File: src/rtl/accumulator_tree.sv
// Pipelined signed adder tree: sums TAPS products of one FIR sample.
// One register stage per tree level, then a registered output stage that
// rounds (half toward +inf), arithmetically shifts and saturates.
// out_ovf is a sticky flag for saturation events on valid outputs.
module accumulator_tree #(
  parameter int TAPS     = 8,
  parameter int MULTBITS = 32,
  parameter int SHIFT    = 0,
  parameter int OUTBITS  = MULTBITS + $clog2(TAPS)
) (
  input  logic                clk,
  input  logic                rst_n,
  input  logic                in_valid,
  input  logic [MULTBITS-1:0] multiplier_out [0:TAPS-1],
  input  logic                ovf_clr,
  output logic [OUTBITS-1:0]  out,
  output logic                out_valid,
  output logic                out_ovf
);

  localparam int LEVELS   = $clog2(TAPS);
  localparam int FULLBITS = MULTBITS + LEVELS;
  // Working width wide enough for the rounded sum and for the output range.
  localparam int EW       = (OUTBITS > FULLBITS + 1) ? OUTBITS : FULLBITS + 1;
  localparam int RSH      = (SHIFT > 0) ? SHIFT - 1 : 0;
  localparam logic [FULLBITS:0] RND = (SHIFT > 0) ? ((FULLBITS+1)'(1) << RSH) : '0;
  localparam logic signed [EW-1:0] MAXV = {{(EW-OUTBITS+1){1'b0}}, {(OUTBITS-1){1'b1}}};
  localparam logic signed [EW-1:0] MINV = ~MAXV;

  // Level k holds ceil(TAPS/2^k) partial sums; level 0 is the sign-extended
  // input itself. An odd element at the end of a level passes through
  // unchanged, which is the same as pairing it with a zero leaf.
  for (genvar k = 0; k <= LEVELS; k++) begin : g_lvl
    localparam int N     = (TAPS + (1 << k) - 1) >> k;
    localparam int KP    = (k > 0) ? k - 1 : 0;
    localparam int NPREV = (TAPS + (1 << KP) - 1) >> KP;

    logic signed [FULLBITS-1:0] sum [0:N-1];
    logic                       vld;

    if (k == 0) begin : g_leaf
      for (genvar j = 0; j < N; j++) begin : g_ext
        assign sum[j] = FULLBITS'($signed(multiplier_out[j]));
      end
      assign vld = in_valid;
    end else begin : g_add
      logic signed [FULLBITS-1:0] nxt [0:N-1];

      for (genvar j = 0; j < N; j++) begin : g_node
        if (2*j + 1 < NPREV) begin : g_pair
          assign nxt[j] = g_lvl[k-1].sum[2*j] + g_lvl[k-1].sum[2*j+1];
        end else begin : g_pass
          assign nxt[j] = g_lvl[k-1].sum[2*j];
        end
      end

      // Level register: data loads only with a valid sample, valid always shifts.
      always_ff @(posedge clk) begin
        if (!rst_n) begin
          vld <= 1'b0;
          for (int j = 0; j < N; j++) sum[j] <= '0;
        end else begin
          vld <= g_lvl[k-1].vld;
          if (g_lvl[k-1].vld) sum <= nxt;
        end
      end
    end
  end

  logic signed [FULLBITS-1:0] tree_sum;
  logic                       tree_vld;
  logic signed [FULLBITS:0]   rnd;
  logic signed [EW-1:0]       shifted;
  logic                       sat_hi;
  logic                       sat_lo;

  assign tree_sum = g_lvl[LEVELS].sum[0];
  assign tree_vld = g_lvl[LEVELS].vld;

  // Round half toward +inf, shift, and detect out-of-range results.
  always_comb begin
    rnd     = {tree_sum[FULLBITS-1], tree_sum} + RND;
    shifted = EW'(rnd >>> SHIFT);
    sat_hi  = shifted > MAXV;
    sat_lo  = shifted < MINV;
  end

  // Output register with hold-on-bubble and sticky overflow (set beats clear).
  always_ff @(posedge clk) begin
    if (!rst_n) begin
      out       <= '0;
      out_valid <= 1'b0;
      out_ovf   <= 1'b0;
    end else begin
      out_valid <= tree_vld;
      if (tree_vld) begin
        if (sat_hi)      out <= MAXV[OUTBITS-1:0];
        else if (sat_lo) out <= MINV[OUTBITS-1:0];
        else             out <= shifted[OUTBITS-1:0];
      end
      if (tree_vld && (sat_hi || sat_lo)) out_ovf <= 1'b1;
      else if (ovf_clr)                   out_ovf <= 1'b0;
    end
  end

endmodule

File: config.mk
export PLATFORM = sky130hd
export DESIGN_NAME = accumulator_tree
export DESIGN_NICKNAME = d
export VERILOG_FILES = /design/src/rtl/accumulator_tree.sv
export SDC_FILE = /design/constraint.sdc
export NUM_CORES = 1
export LEC_CHECK = 0
export BUFFER_PORTS_ARGS = -buffer_cell sky130_fd_sc_hd__buf_2
export CAP_MARGIN = 20
export CELL_PAD_IN_SITES_DETAIL_PLACEMENT = 1
export CELL_PAD_IN_SITES_GLOBAL_PLACEMENT = 1
export CORE_MARGIN = 1.5
export CORE_UTILIZATION = 44
export CTS_CLUSTER_DIAMETER = 200
export DETAILED_ROUTE_END_ITERATION = 10
export PLACE_DENSITY_LB_ADDON = 0.1
export SLEW_MARGIN = 25
export SYNTH_ARGS = -nofsm -noshare
export SYNTH_HDL_FRONTEND = slang
export SYNTH_SLANG_ARGS = --single-unit
File: constraint.sdc
create_clock -name clk -period 3.7 [get_ports clk]
set_input_delay 0.185 -clock clk [delete_from_list [all_inputs] [get_ports clk]]
set_output_delay 0.185 -clock clk [all_outputs]
set_load 0.005 [all_outputs]
# Word level (Yosys, flattened, before mapping)
# Cells that the tools add are included.
[op_classes]
n_reduce_logical = 3
addsub = 7
muxes = 4
order_cmp = 2
[ops]
columns = ["operator", "count"]
rows = [
  ["32-bit by 32-bit adder with 33-bit output", 4],
  ["35-bit adder", 3],
  ["35-bit 2-to-1 mux", 2],
  ["35-bit greater-than comparator (second input constant)", 1],
  ["35-bit < comparator (second input constant)", 1],
  ["1-bit 2-to-1 mux", 2],
  ["2-bit nonzero test", 1],
  ["1-bit logical AND", 1],
  ["1-bit logical OR", 1],
]
[totals]
ff_bits = 285
wordCells = 29

# Longest topological paths before layout
# Gate-level depths: netlist (run 1).
[depth]
depth_word = 4
mapped_depth = 12
ltp_nobuf = 12

# Least setup slack after synthesis (run 1)
# Ideal clock, no wire load.
[synth_path]
path_type = "input-to-reg"
from = "input multiplier_out[192] in the netlist's numbering"
to = "register g_lvl[1].sum[135] in the netlist's numbering"
setup_ns = 0.124
setup_slack_ns = 0.848
required_ns = 3.576
path_buffers = 0
arrival_time_ns = 2.728
cell_stages = 11
path_cell_list = "ha_1 > fa_1 > a211o_1 > a2111oi_2 > o21ai_1 > a41o_1 > a31oi_2 > o21bai_2 > a221o_1 > xnor2_1 > o21ai_1"
[synth_via]
elab_chain_cells = 1
[synth_rtl]
columns = ["element", "line_no", "rtl"]
rows = [
  ["start, declared", "14", "input logic [MULTBITS-1:0] multiplier_out [0:TAPS-1],"],
  ["32-bit by 32-bit adder with 33-bit output", "51", "assign nxt[j] = g_lvl[k-1].sum[2*j] + g_lvl[k-1].sum[2*j+1];"],
  ["end signal, assigned", "64", "if (g_lvl[k-1].vld) sum <= nxt;"],
  ["end, declared", "38", "logic signed [FULLBITS-1:0] sum [0:N-1];"],
]
# Every way passes these cells.
# A chain may end at the register's enable or synchronous reset.

# Final worst setup path (run 1)
[layout_path]
from = "register g_lvl[1].sum[12] in the netlist's numbering"
to = "register g_lvl[2].sum[29] in the netlist's numbering"
[layout_via]
elab_chain_cells = 1
[layout_rtl]
columns = ["element", "line_no"]
rows = [
  ["35-bit adder", "51"],
  ["end signal, assigned", "64"],
  ["end, declared", "38"],
]
# Every way passes these cells.

==> impl_metrics.ini, run 1 <==
[setup_path]
cp_max_fo = 7
r2r_end = g_lvl[2].sum[29]$_SDFFE_PN0P_
end_kind = flop
max_stage_delay_ns = 0.48
cp-start-kind = flop
reg2reg_from = g_lvl[1].sum[12]$_SDFFE_PN0P_
r2r_cells = 10
r2r_slack_ns = 0.41
arrival_ns = 3.70
path_class = reg -> reg
cp.required_ns = 4.10
worstPathCellList = ha_1 > a21oi_1 > o2111ai_1 > a211oi_1 > o21ai_0 > a221o_1 > a211oi_1 > o21bai_1 > xnor2_1 > o21ai_0
critPathSlowestCell = a211oi_1

[timing]
rsz0062_at_grt = no
hold_violations = 0
finalSetupTns_ns = 0
fmax_ghz = 0.304
relSlewSlack_pct = 33.1
setup_viol = 0
holdWs_ns = 0.0501
worst_pin_slew_ns = 1.00
period_minus_slack_ns = 3.29
clock_skew_ns = 0.0117
finalCritPeriodShare_pct = 89.0
drv_slew = 0

[pwr]
irDropWorstVdd_v = 0.000247
p_leak_nw = 11.0
power_density_mw_per_mm2 = 408

[clocking]
cts.htree.levels = 2
cts_tree = built
clockRootBuffer = clkbuf_16
cts_setup_buffers = 0
cts_sinks = 277
cts_resized = 0
clkLatencyLatePin_ns = 0.54
cts_buffers = 34
path_clk_slew_ns = 0.06
ctsLongestPathBuffers = 3

[synthesis]
synth_compound_area_share_pct = 25.0
synthesis.nets = 3095
synth_edf_count = 0
ys_top_cells_by_count = dfxtp_1, nor2_1, ha_1
syn_area_mm2 = 0.0209
synth-seq-area-share_pct = 26.5
synth_fa_ha_area_share_pct = 14.3
syn_area_per_cell_um2 = 8.03
synth_top_area_cell = dfxtp_1
yosys-top-cells-area = dfxtp_1, ha_1, mux2i_1
synth_top_family_by_area = compound AO/OA/AOI/OAI gates
synth_xor_area_share_pct = 7.46
synth_warnings = 0
ys.flop_type = dfxtp_1
synth_top_area_share_pct = 26.5
async_flop_share_pct = 0
netlist_instances = 2600
ys_types = 84
synth_mux_area_share_pct = 6.48
synth-seq-cells = 277
synth_simple_gate_area_share_pct = 16.7

[die]
rows = 79
die_area_mm2 = 0.0488
core-area_mm2 = 0.0467
start_util_pct = 44.8
die_w_um = 221
num_io_pins = 297
die_h_um = 221

[route]
remaining_drc_errors = 0
ant_nets = 0
post_drt_wl_per_cell_um = 19.0
vias = 19700
post_drt_via_cell_ratio = 5.70
wirelength_um = 65500
dr.pass1.iters = 7
drt_iter0_drc = 1144

[grt]
use_met3_pct = 2.95
antenna_found_initial = 0
grt_max_degree = 65
met1_usage_pct = 36.0
grtUsageTotal_pct = 26.3
grt_pass1_wl_um = 107000
grt_util_met2_pct = 45.1
first_global_vias = 20300
grt_overflow_total = 0
busiest_layer = met2

[cells_and_area]
antenna_cells = 0
fin_area_mm2 = 0.0240
fill_cells = 5765
regArea_mm2 = 0.00555
area_delta_synth_final_pct = 14.7
postLayoutCoreUtil_pct = 51.4
multi_input_area_mm2 = 0.0146
nets = 3316
layout-drive-gt1-share_pct = 14.2

[status]
status = finished, final reports clean

[worst_hold_path]
hold_end = g_lvl[1].sum[35]$_SDFFE_PN0P_
worst_hold_path_type = in -> reg
holdCritStartpoint = multiplier_out[96]
hold_depth = 4

[placed_design]
place_hpwl_um = 52300
gp_congestion = 0.894
portBuffers = 296
postPlaceCellArea_mm2 = 0.0228

[job]
maxCapViolations = 0
critical path, delay by kind of cell (launching register included):
kind	cells	cell delay, ns
xor+xnor	1	0.26
flops	1	0.31
fa+ha+maj	1	0.40
compound gates	8	2.18
cells by family after synthesis:
kind of cell    count (synthesis)
fa+ha+maj                     235
simple gates                  761
compound gates                824
xor+xnor                      178
flops                         277
mux                           135
buf+inv                       190
report_power, final:
part,internal [mW],switching [mW]
Sequential,3.22,0.201
Combinational,1.16,1.68
Clock,2.18,1.33
how the worst max path moves through the flow:
stage,to,from,slack [ns]
finish,g_lvl[2].sum[29]$_SDFFE_PN0P_,g_lvl[1].sum[12]$_SDFFE_PN0P_,0.41
CTS,g_lvl[2].sum[29]$_SDFFE_PN0P_,g_lvl[1].sum[12]$_SDFFE_PN0P_,0.39
floorplan,g_lvl[1].sum[135]$_SDFFE_PN0P_,multiplier_out[192],0.85
detailed placement,g_lvl[1].sum[103]$_SDFFE_PN0P_,multiplier_out[128],0.36
global placement,g_lvl[1].sum[135]$_SDFFE_PN0P_,multiplier_out[192],0.42
global route,g_lvl[2].sum[29]$_SDFFE_PN0P_,g_lvl[1].sum[12]$_SDFFE_PN0P_,0.03
per-stage QoR:
stage          total power [mW]  std cells  setup slack (ns)
2_1_floorplan              5.39       2600             0.848
3_3_place_gp               6.22       3391             0.417
3_5_place_dp               6.29       3391             0.364
4_1_cts                    9.84       3452             0.392
5_1_grt                    10.3       3452            0.0251
6_report                   9.77       3452             0.406
repair_timing:
action                                 in CTS  in global routing
setup endpoints to repair                   0                  0
hold buffers                                1                  0
endpoints found under the hold margin       1                  0
flip-flops by register name, summed over array words and instances, names as in the netlist:
name and cells:
out 35, g_lvl.sum 237, g_lvl.vld 3, out_valid 1, out_ovf 1
metal layers:
layer  routed length, um  up-vias  part of all wire, %
met5                   0        -                    0
met4                 839        0                  1.3
met3                2160       58                  3.3
met2               30300      326                   46
met1               32200     9384                   49
li1                    -     9906                    -
final cells by class:
cell class / instances / share of cell area [%]
clock buffer: 47 / 4.19
clock inverter: 13 / 0.726
inverter: 63 / 1.01
multi-input combinational: 2133 / 61.0
sequential: 277 / 23.2
tap: 607 / 3.17
timing repair buffer: 312 / 6.70
placed cells by master (no fill, tap or decap), drive strengths merged, types with 33 or more instances in the layout:
| cell type | count |
|---|---|
| a211oi | 46 |
| a21o | 107 |
| a21oi | 228 |
| a31oi | 34 |
| buf | 311 |
| clkbuf | 47 |
| dfxtp | 277 |
| ha | 228 |
| inv | 63 |
| mux2i | 134 |
| nand2 | 202 |
| nand3 | 83 |
| nand4 | 33 |
| nor2 | 277 |
| nor3 | 35 |
| o21ai | 216 |
| o21bai | 38 |
| xnor2 | 105 |
| xor2 | 73 |
(Power assumes the default switching activity.)
==> inputs of run 2 (changes only) <==
--- a/config.mk
+++ b/config.mk
@@ -13,8 +13,9 @@
 export CORE_UTILIZATION = 44
 export CTS_CLUSTER_DIAMETER = 200
 export DETAILED_ROUTE_END_ITERATION = 10
-export PLACE_DENSITY_LB_ADDON = 0.1
+export PLACE_DENSITY_LB_ADDON = 0.2
 export SLEW_MARGIN = 25
 export SYNTH_ARGS = -nofsm -noshare
 export SYNTH_HDL_FRONTEND = slang
 export SYNTH_SLANG_ARGS = --single-unit
+export TNS_END_PERCENT = 100
==> run 2 against run 1 <==
Net effect: power grew 2.3%; the run now ends with design-rule violations left; critical endpoint unchanged; critical path type unchanged; clock skew up 0.017 ns; critical path depth is the same.
==> impl_metrics.ini, run 2 (synthesized netlist as in run 1, its figures left out) <==
[setup_path]
r2r_cells = 10
crit_start = g_lvl[1].sum[12]$_SDFFE_PN0P_
cp_max_fo = 7
cp-endpoint = g_lvl[2].sum[29]$_SDFFE_PN0P_
critPathSlowestCell = a211oi_1
cp.required_ns = 4.09
end_kind = flop
reg2reg_from = g_lvl[1].sum[12]$_SDFFE_PN0P_
r2r_end = g_lvl[2].sum[29]$_SDFFE_PN0P_
max_stage_delay_ns = 0.45
r2r_slack_ns = 0.46
worstPathCellList = ha_1 > a21oi_1 > o2111ai_1 > a211oi_1 > o21ai_0 > a221o_1 > a211oi_1 > o21bai_1 > xnor2_1 > o21ai_0
cp-start-kind = flop
path_class = reg -> reg
arrival_ns = 3.63

[status]
status = finished, violations left
violations = design-rule violations

[die]
die_area_mm2 = 0.0488
num_io_pins = 297
die_w_um = 221
rows = 79
start_util_pct = 44.8
core-area_mm2 = 0.0467
die_h_um = 221

[clocking]
cts_setup_buffers = 0
cts_resized = 0
ctsLongestPathBuffers = 3
ctsHoldBuffers = 1
cts_tree = built
clkLatencyLatePin_ns = 0.53
cts_sinks = 277
cts.htree.levels = 2
cts_buffers = 34
path_clk_slew_ns = 0.07
clockRootBuffer = clkbuf_16

[timing]
worst_pin_slew_ns = 1.04
rsz0062_at_grt = no
clock_skew_ns = 0.0286
setup_viol = 0
period_minus_slack_ns = 3.24
relSlewSlack_pct = 30.7
layout_setup_ws_ns = 0.459
finalSetupTns_ns = 0
finalCritPeriodShare_pct = 87.6
drv_slew = 0
holdWs_ns = 0.0382
fmax_ghz = 0.309
hold_violations = 0

[route]
ant_nets = 0
wirelength_um = 65800
dr.pass1.iters = 11
post_drt_wl_per_cell_um = 19.1
remaining_drc_errors = 3
drt_iter0_drc = 1015
vias = 19900
post_drt_via_cell_ratio = 5.78

[cells_and_area]
area_delta_synth_final_pct = 15.0
stdcell_count = 3449
antenna_cells = 0
fin_area_mm2 = 0.0240
top_regs = g_lvl.sum x237, out x35, g_lvl.vld x3
postLayoutCoreUtil_pct = 51.5
final_common_cell = buf_2
nets = 3314
mostFrequentLayoutCells = buf_2, nor2_1, dfxtp_1
layout-drive-gt1-share_pct = 14.3
largest_reg_flops = 237
largest-register = g_lvl.sum

[grt]
grt_pass1_wl_um = 109000
grtUsageTotal_pct = 26.6
antenna_found_initial = 0
grt_max_degree = 103
first_global_vias = 20700
grt_overflow_total = 0

[placed_design]
portBuffers = 296
place_hpwl_um = 52500
postPlaceCellArea_mm2 = 0.0228
pre_cts_slack_ns = 0.351
dp_cells = 3389
gp_congestion = 0.877

[pwr]
irDropWorstVdd_v = 0.000263
power_density_mw_per_mm2 = 416
p_leak_nw = 11.0
finalPower_mw = 9.99

[worst_hold_path]
worst_hold_path_type = in -> reg

[job]
maxCapViolations = 0
[run 2: cell count changes in the layout (fill, tap and decap cells not counted), sizes merged]
cell / before / now
clkinvlp: 2 / 3
inv: 63 / 64
buf: 311 / 309
clkbuf: 47 / 43
bufinv: 4 / 8
clkinv: 7 / 4
[run 2: area by class of cell]
class,count,area [um2]
clock buffer,43,956
clock inverter,16,299
fill,5741,22600
inverter,63,241
multi-input combinational,2133,14600
sequential,277,5550
tap,607,759
timing repair buffer,310,1590
[run 2: power breakdown]
group / leakage (nW) / internal [mW] / switching, mW
sequential: 2.27 / 3.22 / 0.197
clock: 0.605 / 2.39 / 1.34
combinational: 8.11 / 1.16 / 1.69
[run 2: critical path, delay by kind of cell, from the launching register on]
family / cells / cell delay [ns]
xor+xnor: 1 / 0.21
fa+ha+maj: 1 / 0.40
flops: 1 / 0.31
compound gates: 8 / 2.18
[run 2: routing by layer]
metal	up-vias	track usage [%]	wire length, um
li1	9901	-	-
met1	9650	35.7	31700
met2	327	46.9	31400
met3	45	2.34	1840
met4	0	4.14	795
met5	-	0	0
[run 2: worst min-delay path by stage]
stage              from                            end  slack, ns  depth (start not counted)
2_1_floorplan   ovf_clr           out_ovf$_SDFFE_PN0P_       0.26                          1
6_report       in_valid  g_lvl[1].sum[26]$_SDFFE_PN0P_       0.04                          3
3_3_place_gp    ovf_clr           out_ovf$_SDFFE_PN0P_       0.35                          2
5_1_grt        in_valid  g_lvl[1].sum[16]$_SDFFE_PN0P_       0.06                          3
3_5_place_dp    ovf_clr           out_ovf$_SDFFE_PN0P_       0.36                          2
4_1_cts        in_valid  g_lvl[1].sum[26]$_SDFFE_PN0P_       0.03                          3
==> inputs of run 3 (changes only) <==
--- a/config.mk
+++ b/config.mk
@@ -13,7 +13,7 @@
 export CORE_UTILIZATION = 44
 export CTS_CLUSTER_DIAMETER = 200
 export DETAILED_ROUTE_END_ITERATION = 10
-export PLACE_DENSITY_LB_ADDON = 0.2
+export PLACE_DENSITY = 0.82
 export SLEW_MARGIN = 25
 export SYNTH_ARGS = -nofsm -noshare
 export SYNTH_HDL_FRONTEND = slang
==> run 3 against run 2 <==
Net effect: the flow still finishes with violations (design-rule violations); final cell count did not move; first-iteration DRC count increased by 2.8%; via count up 0.41%; register-to-register slack better by 0.12 ns; flip-flop and latch count is the same; combinational power hardly changed; maximum frequency increased by 0.93%; core utilization decreased by 0.32 points; worst hold slack better by 0.013 ns; sequential share of layout area rose by 0.16 points; routed wire length up 0.26%; critical endpoint is now g_lvl[1].sum[30]$_SDFFE_PN0P_; largest cell class unchanged.
==> impl_metrics.ini, run 3 (synthesized netlist as in run 1, its figures left out) <==
[timing]
hold_violations = 0
finalSetupTns_ns = 0
clock_skew_ns = 0.0228
rsz0062_at_grt = no
setup_viol = 0
relSlewSlack_pct = 43.7
period_minus_slack_ns = 3.21
worst_pin_slew_ns = 0.844
fmax_ghz = 0.311
drv_slew = 0
finalCritPeriodShare_pct = 86.8

[setup_path]
cp-start-kind = input pin
r2r_cells = 10
cp.depth = 13
worstPathCellList = dlygate4sd3_1 > buf_2 > ha_1 > fa_1 > a211o_1 > a211o_1 > a21oi_1 > o211a_1 > o21ai_0 > a21oi_1 > o41ai_1 > xnor2_1 > o21ai_0
end_kind = flop
crit_family = compound AO/OA/AOI/OAI gates
critPathSlowestCell = dlygate4sd3_1
r2r_end = g_lvl[2].sum[29]$_SDFFE_PN0P_
cp.required_ns = 4.14
max_stage_delay_ns = 0.53
arrival_ns = 3.65
cp_max_fo = 5
reg2reg_from = g_lvl[1].sum[1]$_SDFFE_PN0P_
path_class = in -> reg
crit_buf_inv = 2
r2r_slack_ns = 0.58

[clocking]
cts.htree.levels = 1
ctsLongestPathBuffers = 3
clockRootBuffer = clkbuf_16
path_clk_slew_ns = 0.06
cts_setup_buffers = 0
cts_tree = built
clkLatencyLatePin_ns = 0.58
cts_sinks = 277
cts_buffers = 31

[route]
remaining_drc_errors = 7
wirelength_um = 66000
ant_nets = 0
dr.pass1.iters = 10
post_drt_wl_per_cell_um = 19.1
vias = 20000
post_drt_via_cell_ratio = 5.80
drt_iter0_drc = 1043

[cells_and_area]
fin_area_mm2 = 0.0239
postLayoutCoreUtil_pct = 51.2
antenna_cells = 0
area_delta_synth_final_pct = 14.3
nets = 3313
mostFrequentLayoutCells = buf_2, nor2_1, dfxtp_1
final_common_cell = buf_2
layout-drive-gt1-share_pct = 14.0
largest_reg_flops = 237
largest-register = g_lvl.sum
top_regs = g_lvl.sum x237, out x35, g_lvl.vld x3

[die]
die_area_mm2 = 0.0488
rows = 79
num_io_pins = 297
start_util_pct = 44.8
core-area_mm2 = 0.0467
die_w_um = 221
die_h_um = 221

[pwr]
power_density_mw_per_mm2 = 399
p_leak_nw = 10.9
irDropWorstVdd_v = 0.000369

[grt]
grt_overflow_total = 0
grtUsageTotal_pct = 26.3
antenna_found_initial = 0
grt_max_degree = 78
first_global_vias = 20800
grt_pass1_wl_um = 108000

[job]
maxCapViolations = 0

[placed_design]
portBuffers = 296
gp_congestion = 0.903
postPlaceCellArea_mm2 = 0.0228
place_hpwl_um = 52800

[status]
status = finished, violations left
violations = design-rule violations

[worst_hold_path]
holdCritStartpoint = multiplier_out[224]
hold_depth = 4
hold_end = g_lvl[1].sum[105]$_SDFFE_PN0P_
worst_hold_path_type = in -> reg
-- run 3: changes by cell type in the layout (fill, tap and decap cells not counted), moves of 2 or more --
cell | before | now
clkbuf_1 | 3 | 8
bufinv_16 | 8 | 4
clkbuf_16 | 35 | 31
clkbuf_8 | 5 | 9
clkinvlp_4 | 3 | 0
dlygate4sd3_1 | 1 | 3
-- run 3: where the power goes --
part	internal (mW)	switching, mW
clock network	2.00	1.27
registers	3.22	0.202
logic	1.16	1.69
total	6.37	3.16
-- run 3: worst max-delay path by stage --
stage,start,to
after detailed placement,multiplier_out[192],g_lvl[1].sum[135]$_SDFFE_PN0P_
final,multiplier_out[32],g_lvl[1].sum[30]$_SDFFE_PN0P_
after CTS,multiplier_out[32],g_lvl[1].sum[30]$_SDFFE_PN0P_
after floorplan,multiplier_out[192],g_lvl[1].sum[135]$_SDFFE_PN0P_
after global placement,multiplier_out[192],g_lvl[1].sum[135]$_SDFFE_PN0P_
after global routing,g_lvl[1].sum[36]$_SDFFE_PN0P_,g_lvl[2].sum[29]$_SDFFE_PN0P_
-- run 3: area by class of cell --
cell class | instances | area (um2)
inverter | 63 | 241
clock buffer | 48 | 930
multi-input combinational | 2133 | 14600
fill | 5794 | 22800
timing repair buffer | 312 | 1610
sequential | 277 | 5550
clock inverter | 9 | 153
tap | 607 | 759
-- run 3: worst min-delay path, stage by stage --
cell and delay [ns]:
buf_2 0.08, ha_1 0.17, mux2i_1 0.09, nor2_1 0.07
-- run 3: what timing repair did --
item | CTS | global route
resized for setup | 0 | 0
hold endpoints to repair | 2 | 0
hold buffers | 3 | 0
-- run 3: metal layers --
metal	vias to the layer above	wire (um)	global-route usage, %
met5	-	0	0
met1	9632	31200	34.7
met3	86	2050	2.23
met2	397	31400	46.7
li1	9889	-	-
met4	0	1290	5.36
-- run 3: through the flow --
step	hold WS, ns	setup slack (ns)	power [mW]	instances
6_report	0.0512	0.489	9.53	3449
3_3_place_gp	0.348	0.385	6.17	3389
3_5_place_dp	0.351	0.306	6.28	3389
5_1_grt	0.0632	0.259	10.0	3449
2_1_floorplan	0.261	0.848	5.39	2600
4_1_cts	0.0199	0.539	9.55	3449
